$ cat src/rtl/wheel_encoder_decoder_pkg.sv
// Shared types and constants for the wheel encoder decoder: quadrature Gray-step
// encodings, tracking FSM states and motor direction values.
package wheel_encoder_decoder_pkg;

    typedef enum logic {StInit, StTrack} enc_state_e;

    localparam logic DIR_FWD = 1'b1;
    localparam logic DIR_REV = 1'b0;

    // Forward order is 00 -> 01 -> 11 -> 10 -> 00; reverse walks it backwards.
    localparam logic [1:0] QUAD_FWD_FROM_00 = 2'b01;
    localparam logic [1:0] QUAD_FWD_FROM_01 = 2'b11;
    localparam logic [1:0] QUAD_FWD_FROM_11 = 2'b10;
    localparam logic [1:0] QUAD_FWD_FROM_10 = 2'b00;

    localparam logic [1:0] QUAD_REV_FROM_00 = 2'b10;
    localparam logic [1:0] QUAD_REV_FROM_10 = 2'b11;
    localparam logic [1:0] QUAD_REV_FROM_11 = 2'b01;
    localparam logic [1:0] QUAD_REV_FROM_01 = 2'b00;

    function automatic logic [1:0] quad_fwd_next(input logic [1:0] ab);
        logic [1:0] nxt;
        case (ab)
            2'b00:   nxt = QUAD_FWD_FROM_00;
            2'b01:   nxt = QUAD_FWD_FROM_01;
            2'b11:   nxt = QUAD_FWD_FROM_11;
            default: nxt = QUAD_FWD_FROM_10;
        endcase
        return nxt;
    endfunction

    function automatic logic [1:0] quad_rev_next(input logic [1:0] ab);
        logic [1:0] nxt;
        case (ab)
            2'b00:   nxt = QUAD_REV_FROM_00;
            2'b10:   nxt = QUAD_REV_FROM_10;
            2'b11:   nxt = QUAD_REV_FROM_11;
            default: nxt = QUAD_REV_FROM_01;
        endcase
        return nxt;
    endfunction

endpackage

$ cat src/rtl/wheel_encoder_decoder_filter.sv
// Per-channel input conditioning: 2-flop synchronizer followed by a stability
// counter that only accepts a new level after FILT_LEN consecutive equal samples.
module wheel_encoder_decoder_filter #(
    parameter int unsigned FILT_LEN = 4
) (
    input  logic clk,
    input  logic rst,
    input  logic raw,
    output logic level,
    output logic stable
);

    localparam logic [3:0] LEN_LAST = 4'(FILT_LEN - 1);
    localparam logic [3:0] LEN_FULL = 4'(FILT_LEN);

    logic       sync1_q, sync2_q, level_q;
    logic [3:0] diff_cnt_q, eq_cnt_q;

    always_ff @(posedge clk or posedge rst) begin
        if (rst) begin
            sync1_q    <= 1'b0;
            sync2_q    <= 1'b0;
            level_q    <= 1'b0;
            diff_cnt_q <= '0;
            eq_cnt_q   <= '0;
        end else begin
            sync1_q <= raw;
            sync2_q <= sync1_q;
            if (sync2_q != level_q) begin
                eq_cnt_q <= '0;
                if (diff_cnt_q == LEN_LAST) begin
                    level_q    <= sync2_q;
                    diff_cnt_q <= '0;
                    // The accepted level was just seen FILT_LEN times in a row.
                    eq_cnt_q   <= LEN_FULL;
                end else begin
                    diff_cnt_q <= diff_cnt_q + 4'd1;
                end
            end else begin
                diff_cnt_q <= '0;
                if (eq_cnt_q != LEN_FULL) begin
                    eq_cnt_q <= eq_cnt_q + 4'd1;
                end
            end
        end
    end

    assign level  = level_q;
    assign stable = (eq_cnt_q == LEN_FULL);

endmodule

$ cat src/rtl/wheel_encoder_decoder.sv
// Quadrature wheel encoder decoder: filtered A/B decode into position, direction and
// per-window speed. Optional ENC_ERR_CNT_EN adds a saturating illegal-transition counter.
module wheel_encoder_decoder
    import wheel_encoder_decoder_pkg::*;
#(
    parameter int unsigned CNT_W    = 16,
    parameter int unsigned FILT_LEN = 4,
    parameter int unsigned WINDOW   = 100
) (
    input  logic             clk,
    input  logic             rst,
    input  logic             tick_1k,
    input  logic             enc_a,
    input  logic             enc_b,
    input  logic             clr,
    output logic [CNT_W-1:0] position,
    output logic             dir,
    output logic [CNT_W-1:0] speed,
    output logic             speed_valid,
`ifdef ENC_ERR_CNT_EN
    output logic [7:0]       err_cnt,
`endif
    output logic             err
);

    localparam logic [9:0] WIN_LAST = 10'(WINDOW - 1);

    logic a_level, a_stable, b_level, b_stable;
    logic [1:0] cur_ab, prev_q;

    enc_state_e state_q, state_d;
    logic load_prev, step_fwd, step_rev, illegal;

    logic [CNT_W-1:0] position_q, speed_q, speed_sat;
    logic [CNT_W:0]   acc_q, acc_next, step_ext;
    logic [CNT_W+1:0] acc_sum;
    logic [9:0]       win_q;
    logic             dir_q, speed_valid_q, err_q;

    wheel_encoder_decoder_filter #(.FILT_LEN(FILT_LEN)) u_filt_a (
        .clk    (clk),
        .rst    (rst),
        .raw    (enc_a),
        .level  (a_level),
        .stable (a_stable)
    );

    wheel_encoder_decoder_filter #(.FILT_LEN(FILT_LEN)) u_filt_b (
        .clk    (clk),
        .rst    (rst),
        .raw    (enc_b),
        .level  (b_level),
        .stable (b_stable)
    );

    assign cur_ab = {a_level, b_level};

    always_ff @(posedge clk or posedge rst) begin
        if (rst) begin
            state_q <= StInit;
        end else begin
            state_q <= state_d;
        end
    end

    always_comb begin
        state_d = state_q;
        case (state_q)
            StInit:  if (a_stable && b_stable) state_d = StTrack;
            default: state_d = StTrack;
        endcase
    end

    always_comb begin
        load_prev = 1'b0;
        step_fwd  = 1'b0;
        step_rev  = 1'b0;
        illegal   = 1'b0;
        case (state_q)
            StInit: load_prev = a_stable && b_stable;
            default: begin
                if (cur_ab != prev_q) begin
                    load_prev = 1'b1;
                    if (cur_ab == quad_fwd_next(prev_q)) begin
                        step_fwd = 1'b1;
                    end else if (cur_ab == quad_rev_next(prev_q)) begin
                        step_rev = 1'b1;
                    end else begin
                        illegal = 1'b1;
                    end
                end
            end
        endcase
    end

    always_comb begin
        step_ext = '0;
        if (step_fwd) begin
            step_ext = (CNT_W + 1)'(1);
        end else if (step_rev) begin
            step_ext = '1;
        end
        // Accumulator clamps at its own range instead of wrapping on very long windows.
        acc_sum  = {acc_q[CNT_W], acc_q} + {step_ext[CNT_W], step_ext};
        acc_next = acc_sum[CNT_W:0];
        if (acc_sum[CNT_W+1] != acc_sum[CNT_W]) begin
            acc_next = acc_sum[CNT_W+1] ? {1'b1, {CNT_W{1'b0}}} : {1'b0, {CNT_W{1'b1}}};
        end
        speed_sat = acc_q[CNT_W-1:0];
        if (acc_q[CNT_W] != acc_q[CNT_W-1]) begin
            speed_sat = acc_q[CNT_W] ? {1'b1, {(CNT_W-1){1'b0}}} : {1'b0, {(CNT_W-1){1'b1}}};
        end
    end

    always_ff @(posedge clk or posedge rst) begin
        if (rst) begin
            prev_q        <= 2'b00;
            err_q         <= 1'b0;
            position_q    <= '0;
            dir_q         <= DIR_FWD;
            speed_q       <= '0;
            speed_valid_q <= 1'b0;
            acc_q         <= '0;
            win_q         <= '0;
        end else begin
            if (load_prev) begin
                prev_q <= cur_ab;
            end
            err_q         <= illegal;
            speed_valid_q <= 1'b0;
            if (clr) begin
                position_q <= '0;
                acc_q      <= '0;
                win_q      <= '0;
            end else begin
                if (step_fwd) begin
                    position_q <= position_q + CNT_W'(1);
                    dir_q      <= DIR_FWD;
                end else if (step_rev) begin
                    position_q <= position_q - CNT_W'(1);
                    dir_q      <= DIR_REV;
                end
                if (tick_1k && (win_q == WIN_LAST)) begin
                    // This cycle's step opens the next window so it is never dropped.
                    speed_q       <= speed_sat;
                    speed_valid_q <= 1'b1;
                    acc_q         <= step_ext;
                    win_q         <= '0;
                end else begin
                    acc_q <= acc_next;
                    if (tick_1k) begin
                        win_q <= win_q + 10'd1;
                    end
                end
            end
        end
    end

`ifdef ENC_ERR_CNT_EN
    logic [7:0] err_cnt_q;

    always_ff @(posedge clk or posedge rst) begin
        if (rst) begin
            err_cnt_q <= '0;
        end else if (clr) begin
            err_cnt_q <= '0;
        end else if (illegal && (err_cnt_q != 8'hFF)) begin
            err_cnt_q <= err_cnt_q + 8'd1;
        end
    end

    assign err_cnt = err_cnt_q;
`endif

    assign position    = position_q;
    assign dir         = dir_q;
    assign speed       = speed_q;
    assign speed_valid = speed_valid_q;
    assign err         = err_q;

endmodule

$ cat config.mk
export PLATFORM = sky130hd
export DESIGN_NAME = wheel_encoder_decoder
export DESIGN_NICKNAME = d
export VERILOG_FILES = /design/src/rtl/wheel_encoder_decoder_pkg.sv /design/src/rtl/wheel_encoder_decoder_filter.sv /design/src/rtl/wheel_encoder_decoder.sv
export SDC_FILE = /design/constraint.sdc
export NUM_CORES = 1
export LEC_CHECK = 0
export BUFFER_PORTS_ARGS = -buffer_cell sky130_fd_sc_hd__clkbuf_2
export CELL_PAD_IN_SITES_DETAIL_PLACEMENT = 1
export CELL_PAD_IN_SITES_GLOBAL_PLACEMENT = 2
export CORE_UTILIZATION = 41
export DETAILED_ROUTE_END_ITERATION = 12
export PLACE_DENSITY = 0.86
export SLEW_MARGIN = 20
export SYNTH_ARGS = -nofsm -noshare
export SYNTH_HDL_FRONTEND = slang
export SYNTH_HIERARCHICAL = 1
export SYNTH_SLANG_ARGS = --single-unit
$ cat constraint.sdc
create_clock -name clk -period 12.06 [get_ports clk]
set_input_delay 1.206 -clock clk [delete_from_list [all_inputs] [get_ports clk]]
set_output_delay 1.206 -clock clk [all_outputs]
set_load 0.1 [all_outputs]
==> reports/metrics.yaml <==
final_layout:
  fin_util: 0.476
  finalNetCount: 647
  antenna_cells: 0
  fillCellCount: 1455
  area_growth_pct: 13.7
  drive_gt1_frac: 0.139
synthesis:
  synth-seq-cells: 87
  synthMuxAreaShare: 0.0181
  synth_flop_cell: "dfrtp_1"
  synth_compound_area_frac: 0.187
  ys_types: 65
  ys.warnings.count: 6
  async_flop_share: 1.00
  synth_fa_ha_area_frac: 0.105
  syn_nets: 609
  avgSynthCellArea_um2: 9.39
  synth-simple-area-share: 0.169
  synth-edff-count: 0
  syn_area_um2: 5260
  syn_inst: 560
  synth_top_family_by_area: "compound AO/OA/AOI/OAI gates"
  synth_xor_area_frac: 0.0728
  yosysSeqAreaShare: 0.414
clock_tree:
  cts.sinks: 87
  cts_resized: 0
  cts_buffers: 9
  cts_tree: "yes"
  cts.root.buffer_cell: "clkbuf_16"
  cts.clk_slew.worst_paths_ns: 0.06
  cts_setup_buffers: 0
  clk_latency_ns: 0.34
  cts_hold_buffers: 0
  htreeDepth: 3
  clock_path_buffers: 2
routing:
  first_pass_iters: 4
  vias: 4238
  drt-wirelength-per-cell_um: 16.4
  ant_nets: 0
  drt_wl_total_mm: 12.7
  drc: 0
  via_per_inst: 5.47
  drt-initial-drc-count: 122
sta:
  final-setup-viol-count: 0
  finalCritPeriodShare: 0.414
  hold_viol: 0
  rsz0062_at_grt: "false"
  fin_setup_tns_ns: 0
  finalMaxSlewViolations: 0
  finalClockSkew_ns: 0.00744
  period_minus_slack_ns: 5.00
  tightestPinTransition_ns: 0.930
  fmax_mhz: 200
  slew_headroom: 0.377
outcome:
  outcome: "completed"
worst_setup_path:
  worstPathArrival_ns: 5.18
  max_stage_delay_ns: 0.74
  path_class: "register to register"
  path_buf_inv: 3
  worstPathMaxFanout: 23
  crit_chain: "xor2_1 > or3b_1 > inv_1 > nor2_1 > buf_4 > inv_1 > ha_1 > fa_1 > a211oi_2 > o211ai_1 > a32o_2 > a21o_4 > a311oi_4 > a21oi_1"
  cpMaxStageDelayCell: "a311oi_4"
  crit_top_cell: "inv_1"
  cp-start-kind: "register"
  endpoint_kind: "register"
  worstPathRequired_ns: 12.24
  cp_top_family: "compound AO/OA/AOI/OAI gates"
placed_design:
  dp_hpwl_mm: 9.24
  gp_congestion: 0.779
  port_buffers: 40
grt:
  grt_pass1_vias: 4424
  grt_max_degree: 66
  grt_overflow: 0
  grtUsageTotal: 0.210
  antenna_found_initial: 0
  grt_pass1_wl_mm: 21.7
floorplan:
  die_h_um: 115
  die_w_um: 115
  ios: 41
  die_area_um2: 13300
  initial_core_util: 0.418
  core_area_um2: 12600
  placementRows: 41
hold_path:
  hp-class: "register to register"
run:
  maxCapViolations: 0
-- cells by family after synthesis --
family	Yosys count
AOI/OAI and AO/OA	156
xor gates and xnor gates	42
adders and majority gates	43
buffers and inverters	43
DFF	87
muxes	9
and+or+nand+nor	180
-- cell usage after synthesis (2+ instances only) --
cell       n  share of area
o21bai_1   2         0.0029
nand3b_1   6         0.0086
nor3b_2    2         0.0048
mux2_2     2         0.0043
o21ai_1    3         0.0029
a211oi_1   6         0.0086
inv_1     27          0.019
nor4_1     2         0.0024
buf_2      5         0.0048
and3_1     2         0.0024
mux2_1     2         0.0043
and3b_1    2         0.0033
a21boi_0   2         0.0029
a21oi_1   79          0.075
or3_1      4         0.0048
a21oi_2    3         0.0050
o22ai_1    2         0.0024
a21o_1    11          0.016
o41ai_1    3         0.0050
nand3_1   18          0.017
ha_1      41          0.098
xor2_1    21          0.035
dfrtp_1   86           0.41
xnor2_1   19          0.032
a31oi_1    8         0.0095
nor2_1    68          0.049
nand4_1    6         0.0071
fa_1       2         0.0076
nor4b_1    4         0.0067
o21ai_0   16          0.015
nand2b_1   8         0.0095
nand2_1   33          0.024
xnor2_2    2         0.0062
clkbuf_1  10         0.0071
mux2i_1    5         0.0095
o211ai_1   6         0.0086
and2_1     2         0.0024
nor3_1    13          0.012
-- area by class of cell --
type	count	area [um2]	share of cell area
Multi-Input combinational cell	430	2910	0.487
Sequential cell	87	2180	0.364
Clock buffer	9	225	0.0377
Timing Repair Buffer	43	223	0.0372
Tap cell	172	215	0.0360
Clock inverter	7	126	0.0211
Inverter	27	101	0.0169
-- path summary, 6_finish.rpt --
path / start / endpoint / slack [ns] / depth (start not counted)
setup / recovery: u_filt_a/level$_DFFE_PP0P_ / acc_q[4]$_DFF_PP0_ / 7.06 / 14
hold / removal: u_filt_a/sync1_q$_DFF_PP0_ / u_filt_a/sync2_q$_DFF_PP0_ / 0.37 / 0
setup reg to reg: u_filt_a/level$_DFFE_PP0P_ / acc_q[4]$_DFF_PP0_ / 7.06 / 14
hold reg to reg: u_filt_a/sync1_q$_DFF_PP0_ / u_filt_a/sync2_q$_DFF_PP0_ / 0.37 / 0
max in group asynchronous: rst / speed[8]$_DFFE_PP0P_ / 10.36 / 3
min in group asynchronous: rst / u_filt_b/diff_cnt_q[1]$_DFF_PP0_ / 0.86 / 2
-- layout by cell type, fill, tap and decap left out, types with 3 or more instances in the layout --
| master | count |
|---|---|
| dfrtp_1 | 86 |
| a21oi_1 | 79 |
| nor2_1 | 67 |
| ha_1 | 41 |
| clkbuf_2 | 40 |
| nand2_1 | 33 |
| inv_1 | 26 |
| xor2_1 | 21 |
| xnor2_1 | 19 |
| nand3_1 | 18 |
| o21ai_0 | 16 |
| nor3_1 | 13 |
| a21o_1 | 11 |
| clkbuf_16 | 9 |
| nand2b_1 | 8 |
| a31oi_1 | 8 |
| a211oi_1 | 6 |
| o211ai_1 | 6 |
| nand4_1 | 6 |
| nand3b_1 | 6 |
| mux2i_1 | 5 |
| or3_1 | 4 |
| nor4b_1 | 4 |
| a21oi_2 | 3 |
| o41ai_1 | 3 |
| bufinv_16 | 3 |
| buf_4 | 3 |
-- routing by layer --
layer  track usage  routed length, um
met1         0.261               5820
met2         0.371               6450
met3        0.0411                332
met4        0.0563                 97
met5             0                  0
-- state kept, by name (all words and copies together) (netlist names), 2 cells and up --
signal / cells
prev_q: 2
speed: 16
u_filt_b/diff_cnt_q: 4
acc_q: 17
win_q: 10
position: 16
u_filt_a/diff_cnt_q: 4
u_filt_a/eq_cnt_q: 4
u_filt_b/eq_cnt_q: 4
-- through the flow --
step / worst slack [ns] / instances / instance area (um2) / hold slack, ns
after floorplan: 8.14 / 560 / 5260 / 0.331
after CTS: 6.82 / 775 / 5980 / 0.369
after detailed placement: 6.87 / 759 / 5630 / 0.344
final: 7.06 / 775 / 5980 / 0.368
after global placement: 7.14 / 759 / 5630 / 0.343
after global routing: 6.57 / 775 / 5980 / 0.370
-- worst register-to-register path, stage by stage (launching register included) --
cell      delay [ns]
dfrtp_1         0.53
xor2_1          0.21
or3b_1          0.54
inv_1           0.19
nor2_1          0.12
buf_4           0.27
inv_1           0.33
ha_1            0.34
fa_1            0.44
a211oi_2        0.27
o211ai_1        0.14
a32o_2          0.30
a21o_4          0.26
a311oi_4        0.74
a21oi_1         0.16
Power is not shown: default switching activity piles up to over one toggle a cycle in this logic, so the estimate is an artifact.
